===== src/rtl/multicycle_datapath_pkg.sv =====
// Shared definitions for the multicycle datapath: instruction field positions,
// next-PC modes, ALU operation encodings and sign-extension helpers.
package multicycle_datapath_pkg;

    localparam int OPC_HI   = 15;
    localparam int OPC_LO   = 11;
    localparam int RD_HI    = 10;
    localparam int RD_LO    = 8;
    localparam int RM_HI    = 7;
    localparam int RM_LO    = 5;
    localparam int RN_HI    = 4;
    localparam int RN_LO    = 2;
    localparam int IMM8_HI  = 7;
    localparam int IMM5_HI  = 4;
    localparam int SUBOP_HI = 1;
    localparam int OFF11_HI = 10;

    typedef enum logic [1:0] {
        JMP_SEQ     = 2'b00,
        JMP_REL     = 2'b01,
        JMP_REG     = 2'b10,
        JMP_SEQ_ALT = 2'b11
    } jump_e;

    typedef enum logic {
        ALUOP_ADD = 1'b0,
        ALUOP_SUB = 1'b1
    } aluop_e;

    function automatic logic [15:0] sext8(input logic [7:0] v);
        return {{8{v[7]}}, v};
    endfunction

    function automatic logic [15:0] sext11(input logic [10:0] v);
        return {{5{v[10]}}, v};
    endfunction

endpackage


===== src/rtl/multicycle_datapath_alu16.sv =====
// 16-bit add/subtract unit with external carry-in and N/Z/C status.
module alu16
    import multicycle_datapath_pkg::*;
(
    input  logic [15:0] x,
    input  logic [15:0] y,
    input  logic        sub,
    input  logic        cin,
    output logic [15:0] r,
    output logic        n,
    output logic        z,
    output logic        c
);

    logic [15:0] y_eff;
    logic [16:0] sum;

    // Subtraction is X + ~Y + cin, so C is the "no borrow" flag.
    always_comb begin
        y_eff = (aluop_e'(sub) == ALUOP_SUB) ? ~y : y;
        sum   = {1'b0, x} + {1'b0, y_eff} + {16'b0, cin};
        r     = sum[15:0];
        c     = sum[16];
        n     = sum[15];
        z     = (sum[15:0] == 16'h0000);
    end

endmodule


===== src/rtl/multicycle_datapath.sv =====
// Multicycle 16-bit datapath driven by an external controller.
// Define DATAPATH_DEBUG_OUT_EN to drive OutM/OutPC/OutNextPC; otherwise they read 0.
module multicycle_datapath
    import multicycle_datapath_pkg::*;
(
    input  logic        clk,
    input  logic        Rst,
    input  logic        Buff_PC,
    input  logic        Buff_MEMIns,
    input  logic        Buff_PSW,
    input  logic        WE_RF,
    input  logic        WE_MEM,
    input  logic        MEMresource,
    input  logic        RBresource,
    input  logic        oprandB,
    input  logic        ALUop,
    input  logic        Flag,
    input  logic        LI,
    input  logic        LIorMOV,
    input  logic        ALUorNot,
    input  logic        WBresource,
    input  logic        PCplus1orWB,
    input  logic        Branch,
    input  logic [1:0]  Jump,
    input  logic        TBorNot,
    input  logic        Tb_MEMWE,
    input  logic [7:0]  Tb_MEMAddr,
    input  logic [15:0] Tb_MEMData,
    output logic [15:0] OutR,
    output logic [2:0]  PSW_NZC,
    output logic [4:0]  opcode,
    output logic [1:0]  ALUopcode,
    output logic [15:0] OutM,
    output logic [15:0] OutPC,
    output logic [15:0] OutNextPC
);

    logic [15:0] pc_q, pc_d, ir_q, ir_d;
    logic [15:0] a_q, a_d, b_q, b_d;
    logic [15:0] alu_out_q, alu_out_d, mdr_q, mdr_d, wb_q, wb_d;
    logic [2:0]  psw_q, psw_d;
    logic [15:0] rf_q [8];
    logic [15:0] rf_d [8];
    logic [15:0] mem_q [256];

    logic [7:0]  mem_addr;
    logic [15:0] mem_wdata, mem_rdata;
    logic        mem_we;
    logic [15:0] alu_y, alu_r;
    logic        alu_cin, alu_n, alu_z, alu_c;
    logic [15:0] li_val, sel_val, rf_wdata, next_pc;
    logic [2:0]  rb_addr;

    // The bench port owns the memory completely while TBorNot is high.
    always_comb begin
        mem_addr  = TBorNot ? Tb_MEMAddr : (MEMresource ? alu_out_q[7:0] : pc_q[7:0]);
        mem_wdata = TBorNot ? Tb_MEMData : b_q;
        mem_we    = TBorNot ? Tb_MEMWE   : WE_MEM;
    end

    assign mem_rdata = mem_q[mem_addr];

    always_ff @(posedge clk) begin
        if (mem_we) begin
            mem_q[mem_addr] <= mem_wdata;
        end
    end

    always_comb begin
        alu_y   = oprandB ? {11'b0, ir_q[IMM5_HI:0]} : b_q;
        alu_cin = Flag ? psw_q[0] : (aluop_e'(ALUop) == ALUOP_SUB);
    end

    alu16 u_alu (
        .x   (a_q),
        .y   (alu_y),
        .sub (ALUop),
        .cin (alu_cin),
        .r   (alu_r),
        .n   (alu_n),
        .z   (alu_z),
        .c   (alu_c)
    );

    // PC still holds the current instruction's address, so offsets add to pc_q.
    always_comb begin
        if (Branch) begin
            next_pc = pc_q + sext8(ir_q[IMM8_HI:0]);
        end else begin
            case (jump_e'(Jump))
                JMP_REL: next_pc = pc_q + sext11(ir_q[OFF11_HI:0]);
                JMP_REG: next_pc = a_q;
                default: next_pc = pc_q + 16'd1;
            endcase
        end
    end

    always_comb begin
        rb_addr   = RBresource ? ir_q[RD_HI:RD_LO] : ir_q[RN_HI:RN_LO];
        li_val    = LI ? {ir_q[IMM8_HI:0], b_q[7:0]} : {8'h00, ir_q[IMM8_HI:0]};
        sel_val   = LIorMOV ? a_q : li_val;
        rf_wdata  = PCplus1orWB ? (WBresource ? mdr_q : wb_q) : (pc_q + 16'd1);

        pc_d      = Buff_PC ? next_pc : pc_q;
        ir_d      = Buff_MEMIns ? mem_rdata : ir_q;
        psw_d     = Buff_PSW ? {alu_n, alu_z, alu_c} : psw_q;
        a_d       = rf_q[ir_q[RM_HI:RM_LO]];
        b_d       = rf_q[rb_addr];
        alu_out_d = alu_r;
        mdr_d     = mem_rdata;
        wb_d      = ALUorNot ? sel_val : alu_out_q;

        rf_d = rf_q;
        if (WE_RF) begin
            rf_d[ir_q[RD_HI:RD_LO]] = rf_wdata;
        end
    end

    always_ff @(posedge clk) begin
        if (!Rst) begin
            pc_q      <= '0;
            ir_q      <= '0;
            psw_q     <= '0;
            a_q       <= '0;
            b_q       <= '0;
            alu_out_q <= '0;
            mdr_q     <= '0;
            wb_q      <= '0;
            for (int i = 0; i < 8; i++) begin
                rf_q[i] <= '0;
            end
        end else begin
            pc_q      <= pc_d;
            ir_q      <= ir_d;
            psw_q     <= psw_d;
            a_q       <= a_d;
            b_q       <= b_d;
            alu_out_q <= alu_out_d;
            mdr_q     <= mdr_d;
            wb_q      <= wb_d;
            rf_q      <= rf_d;
        end
    end

    assign OutR      = rf_q[ir_q[RM_HI:RM_LO]];
    assign PSW_NZC   = psw_q;
    assign opcode    = ir_q[OPC_HI:OPC_LO];
    assign ALUopcode = ir_q[SUBOP_HI:0];

`ifdef DATAPATH_DEBUG_OUT_EN
    assign OutM      = mem_rdata;
    assign OutPC     = pc_q;
    assign OutNextPC = next_pc;
`else
    assign OutM      = 16'h0000;
    assign OutPC     = 16'h0000;
    assign OutNextPC = 16'h0000;
`endif

endmodule


===== config.mk =====
export PLATFORM = sky130hd
export DESIGN_NAME = multicycle_datapath
export DESIGN_NICKNAME = d
export VERILOG_FILES = /design/src/rtl/multicycle_datapath_pkg.sv /design/src/rtl/multicycle_datapath_alu16.sv /design/src/rtl/multicycle_datapath.sv
export SDC_FILE = /design/constraint.sdc
export NUM_CORES = 2
export LEC_CHECK = 0
export BUFFER_PORTS_ARGS = -buffer_cell sky130_fd_sc_hd__buf_2
export CORE_MARGIN = 1.5
export CORE_UTILIZATION = 40
export CTS_CLUSTER_SIZE = 30
export DETAILED_ROUTE_END_ITERATION = 10
export GPL_ROUTABILITY_DRIVEN = 0
export RECOVER_POWER = 50
export SLEW_MARGIN = 20
export SYNTH_ARGS = -nofsm -noshare
export SYNTH_HDL_FRONTEND = slang
export SYNTH_SLANG_ARGS = --single-unit

===== constraint.sdc =====
create_clock -name clk -period 11.9 [get_ports clk]
set_input_delay 0.595 -clock clk [delete_from_list [all_inputs] [get_ports clk]]
set_output_delay 0.595 -clock clk [all_outputs]
set_load 0.005 [all_outputs]

==> summary.txt <==
Finish
  • Design area: 197000 um^2
  • Multi-input gate area: 43200 um^2
  • Layout area overhead: 12.8%
  • Fill cell count: 38.2k
  • Final Net Count: 13.1k
  • Register Area: 128000 um^2
  • Share of layout cells above drive strength 1: 12.1%
  • Final core occ: 45.3%
  • Finished Layout Cells: 19.1k

Die
  • Die Wd: 663 um
  • Full die area: 440000 um^2
  • # rows: 242
  • Die span in y: 663 um
  • Core Region: 434000 um^2
  • Initial Util: 40.2%
  • # IOs: 120

Timing
  • Setup TNS: 0 ns
  • Clock Skew: 0.110 ns
  • Max-slew violation count: 2563
  • Slew @ Worst Pin: 5.06 ns
  • RSZ-0062 raised after global routing: false
  • Final period util: 70.1%
  • FMAX: 120 MHz
  • Final hold violations: 0
  • Final setup viols: 0
  • Slew headroom: -237%
  • Tmin final: 8.34 ns

Critical path
  • Worst Path Max Fanout: 66
  • Worst Path Buf+Inv: 4
  • Arrival time worst endpoint: 8.99 ns
  • Crit path max-delay family: buffers and inverters
  • Critical Path RT: 12.55 ns
  • Crit path launch type: primary input
  • Crit-path cells: clkbuf_1 -> clkbuf_1 -> mux2_1 -> clkbuf_1 -> buf_4
  • Critical Path End Type: flop
  • Critical path type: primary input to flop
  • Top cell by count, worst path: clkbuf_1
  • Worst path max stage delay: 2.61 ns
  • Crit-path slowest cell: clkbuf_1

Synthesis
  • Post-synth top flop: edfxtp_1
  • Ys Warns: 0
  • EDFF count, synth: 4096
  • Cells after Synth: 12.8k
  • Count leader, synth: edfxtp_1
  • Mapped Avg Cell Area: 13.6 um^2
  • Synthesis-stage register bit count: 4339
  • Post-synth ARST share: 0%
  • Number of distinct library cells after synthesis: 71
  • Post-synthesis sequential area ratio: 73.3%
  • Synth top cells by count: 4096 x edfxtp_1, 3402 x nand2_1, 1956 x nand3_1
  • Mapped Area: 174000 um^2
  • Synth top area cells: edfxtp_1 71%, nand2_1 7.3%, nand3_1 5.6%
  • Synth top area share: 70.5%
  • Post-synth top area cell: edfxtp_1

Pwr
  • Tot Pwr: 34.2 mW
  • Worst VDD drop: 0.147 mV
  • PD cells: 174 nW/um^2
  • Leakage: 66.1 nW

Routing
  • Final ANT Viol Nets: 0
  • Via density: 5.84
  • Residual DRC: 0
  • Pre-Repair DR Iteration Count: 8
  • Routed vias: 112k
  • Iter 0 DRT Violations: 15.9k
  • WL/cell: 28.8 um
  • Drt total wl: 550000 um

Clocking
  • Setup repair bufs after CTS: 0
  • Root Driver: clkbuf_16
  • CTS tree: yes
  • Deepest clock path buffer count: 4
  • Clk slew on worst S/H paths: 0.06 ns
  • Later-pin clock latency in the skew report: 1.05 ns
  • Htree depth: 5
  • Clk sinks: 4339
  • Post-cts sizing count: 0
  • CTS Buf Count: 437

Min path
  • Worst Hold Class: primary input to flop

Placed design
  • DP Area: 183000 um^2
  • Placed Instances: 18.3k
  • Number of I/O port buffers: 71
  • Final HPWL DP: 320000 um

Run status
  • Status: complete, but fails checks
  • Failing checks: max-capacitance violations, max-slew violations

Global route
  • Vias in the first global route: 105k
  • GRT Total Usage: 24.3%
  • First-pass GRT wire length: 783000 um
  • Global route overflow: 0
  • Initial antenna violation count: 35
  • Largest net degree at the start of global routing: 152

Flow run
  • Max-cap violation count: 39
[power by group]
part | switching (mW) | leakage [nW] | internal (mW)
sequential | 0.0904 | 39.4 | 16.9
clock | 5.97 | 6.81 | 7.55
combinational | 2.74 | 19.9 | 0.934
[area by class of cell]
class | instances | share of cell area [%]
timing repair buffer | 573 | 2.24
sequential | 4339 | 65.0
clock buffer | 563 | 5.89
multi-input combinational | 7624 | 22.0
clock inverter | 247 | 1.21
antenna | 17 | 0.0216
inverter | 12 | 0.0254
tap | 5734 | 3.65
[worst reg2reg max path, delay by kind of cell, from the launching register on]
kind	cells	cell delay [ns]
buffers and inverters	2	2.00
DFF	1	0.40
muxes	1	3.64
[repair_timing]
item	CTS	global route
hold buffers	1	0
hold endpoints to repair	3	0
setup endpoints to repair	0	0
[cell usage in the layout (no fill, tap or decap), types with 17 or more instances in the layout]
| cell type | n |
|---|---|
| xnor2_1 | 50 |
| dfxtp_1 | 243 |
| a211oi_1 | 34 |
| a311oi_1 | 28 |
| a221oi_1 | 26 |
| a31oi_1 | 90 |
| a21o_1 | 18 |
| mux2i_1 | 266 |
| nor2_2 | 39 |
| clkinv_1 | 91 |
| a22o_1 | 25 |
| a41oi_1 | 73 |
| nand2_1 | 3383 |
| a32oi_1 | 64 |
| a21oi_1 | 304 |
| and2_1 | 22 |
| nor2_1 | 309 |
| mux2_1 | 32 |
| nor3_2 | 50 |
| bufinv_16 | 30 |
| conb_1 | 48 |
| nand2_2 | 19 |
| nor3_1 | 29 |
| buf_12 | 29 |
| edfxtp_1 | 4096 |
| mux4_2 | 291 |
| and2_0 | 17 |
| diode_2 | 17 |
| buf_2 | 62 |
| a22oi_1 | 35 |
| ha_1 | 40 |
| clkinv_2 | 87 |
| nand2b_1 | 21 |
| clkbuf_1 | 141 |
| a2111oi_2 | 18 |
| buf_4 | 443 |
| nand4_1 | 93 |
| clkbuf_16 | 438 |
| o21ai_0 | 52 |
| nand3_1 | 1956 |
[metal layers]
| layer | vias up | track usage, % | part of all wire [%] |
|---|---|---|---|
| li1 | 47700 | - | - |
| met1 | 56600 | 34.2 | 40 |
| met2 | 6251 | 37.2 | 45 |
| met3 | 1067 | 5.09 | 11 |
| met4 | 8 | 9.36 | 4.5 |
| met5 | - | 0 | 0.015 |
[flip-flops by register name (all words and copies together) (netlist names)]
signal     count
wb_q          16
b_q           16
mem_q       4096
PSW_NZC        3
mdr_q         16
alu_out_q     16
pc_q          16
rf_q         128
a_q           16
ir_q          16
[final timing paths]
| path | start | to | slack (ns) | cells after the start |
|---|---|---|---|---|
| hold reg to reg | rf_q[27] | rf_q[27] | 0.47 | 2 |
| hold / removal | Buff_PC | pc_q[12] | 0.11 | 2 |
| setup / recovery | TBorNot | mem_q[118][8] | 3.56 | 5 |
| setup reg to reg | b_q[14] | mem_q[227][14] | 5.44 | 3 |
[cells by family (layout without fill, tap and decap cells)]
family,count (synthesis),in the layout,share of synthesized area [%]
buf+inv,902,1395,2.42
other cells,1,65,0.00215
xor+xnor,63,63,0.316
fa+ha+maj,43,43,0.321
mux,594,594,5.53
compound gates,867,867,3.37
simple gates,6009,6009,14.7
flops,4339,4339,73.3
[metrics by stage]
| stage | hold slack, ns | setup slack, ns |
|---|---|---|
| finish | 0.110 | 3.56 |
| global route | 0.118 | 3.15 |
| CTS | 0.0302 | 6.19 |
| detailed placement | 0.460 | 5.40 |
| global placement | 0.452 | 5.45 |
| floorplan | 0.443 | 7.16 |
Power figures use the tool's default switching activity.
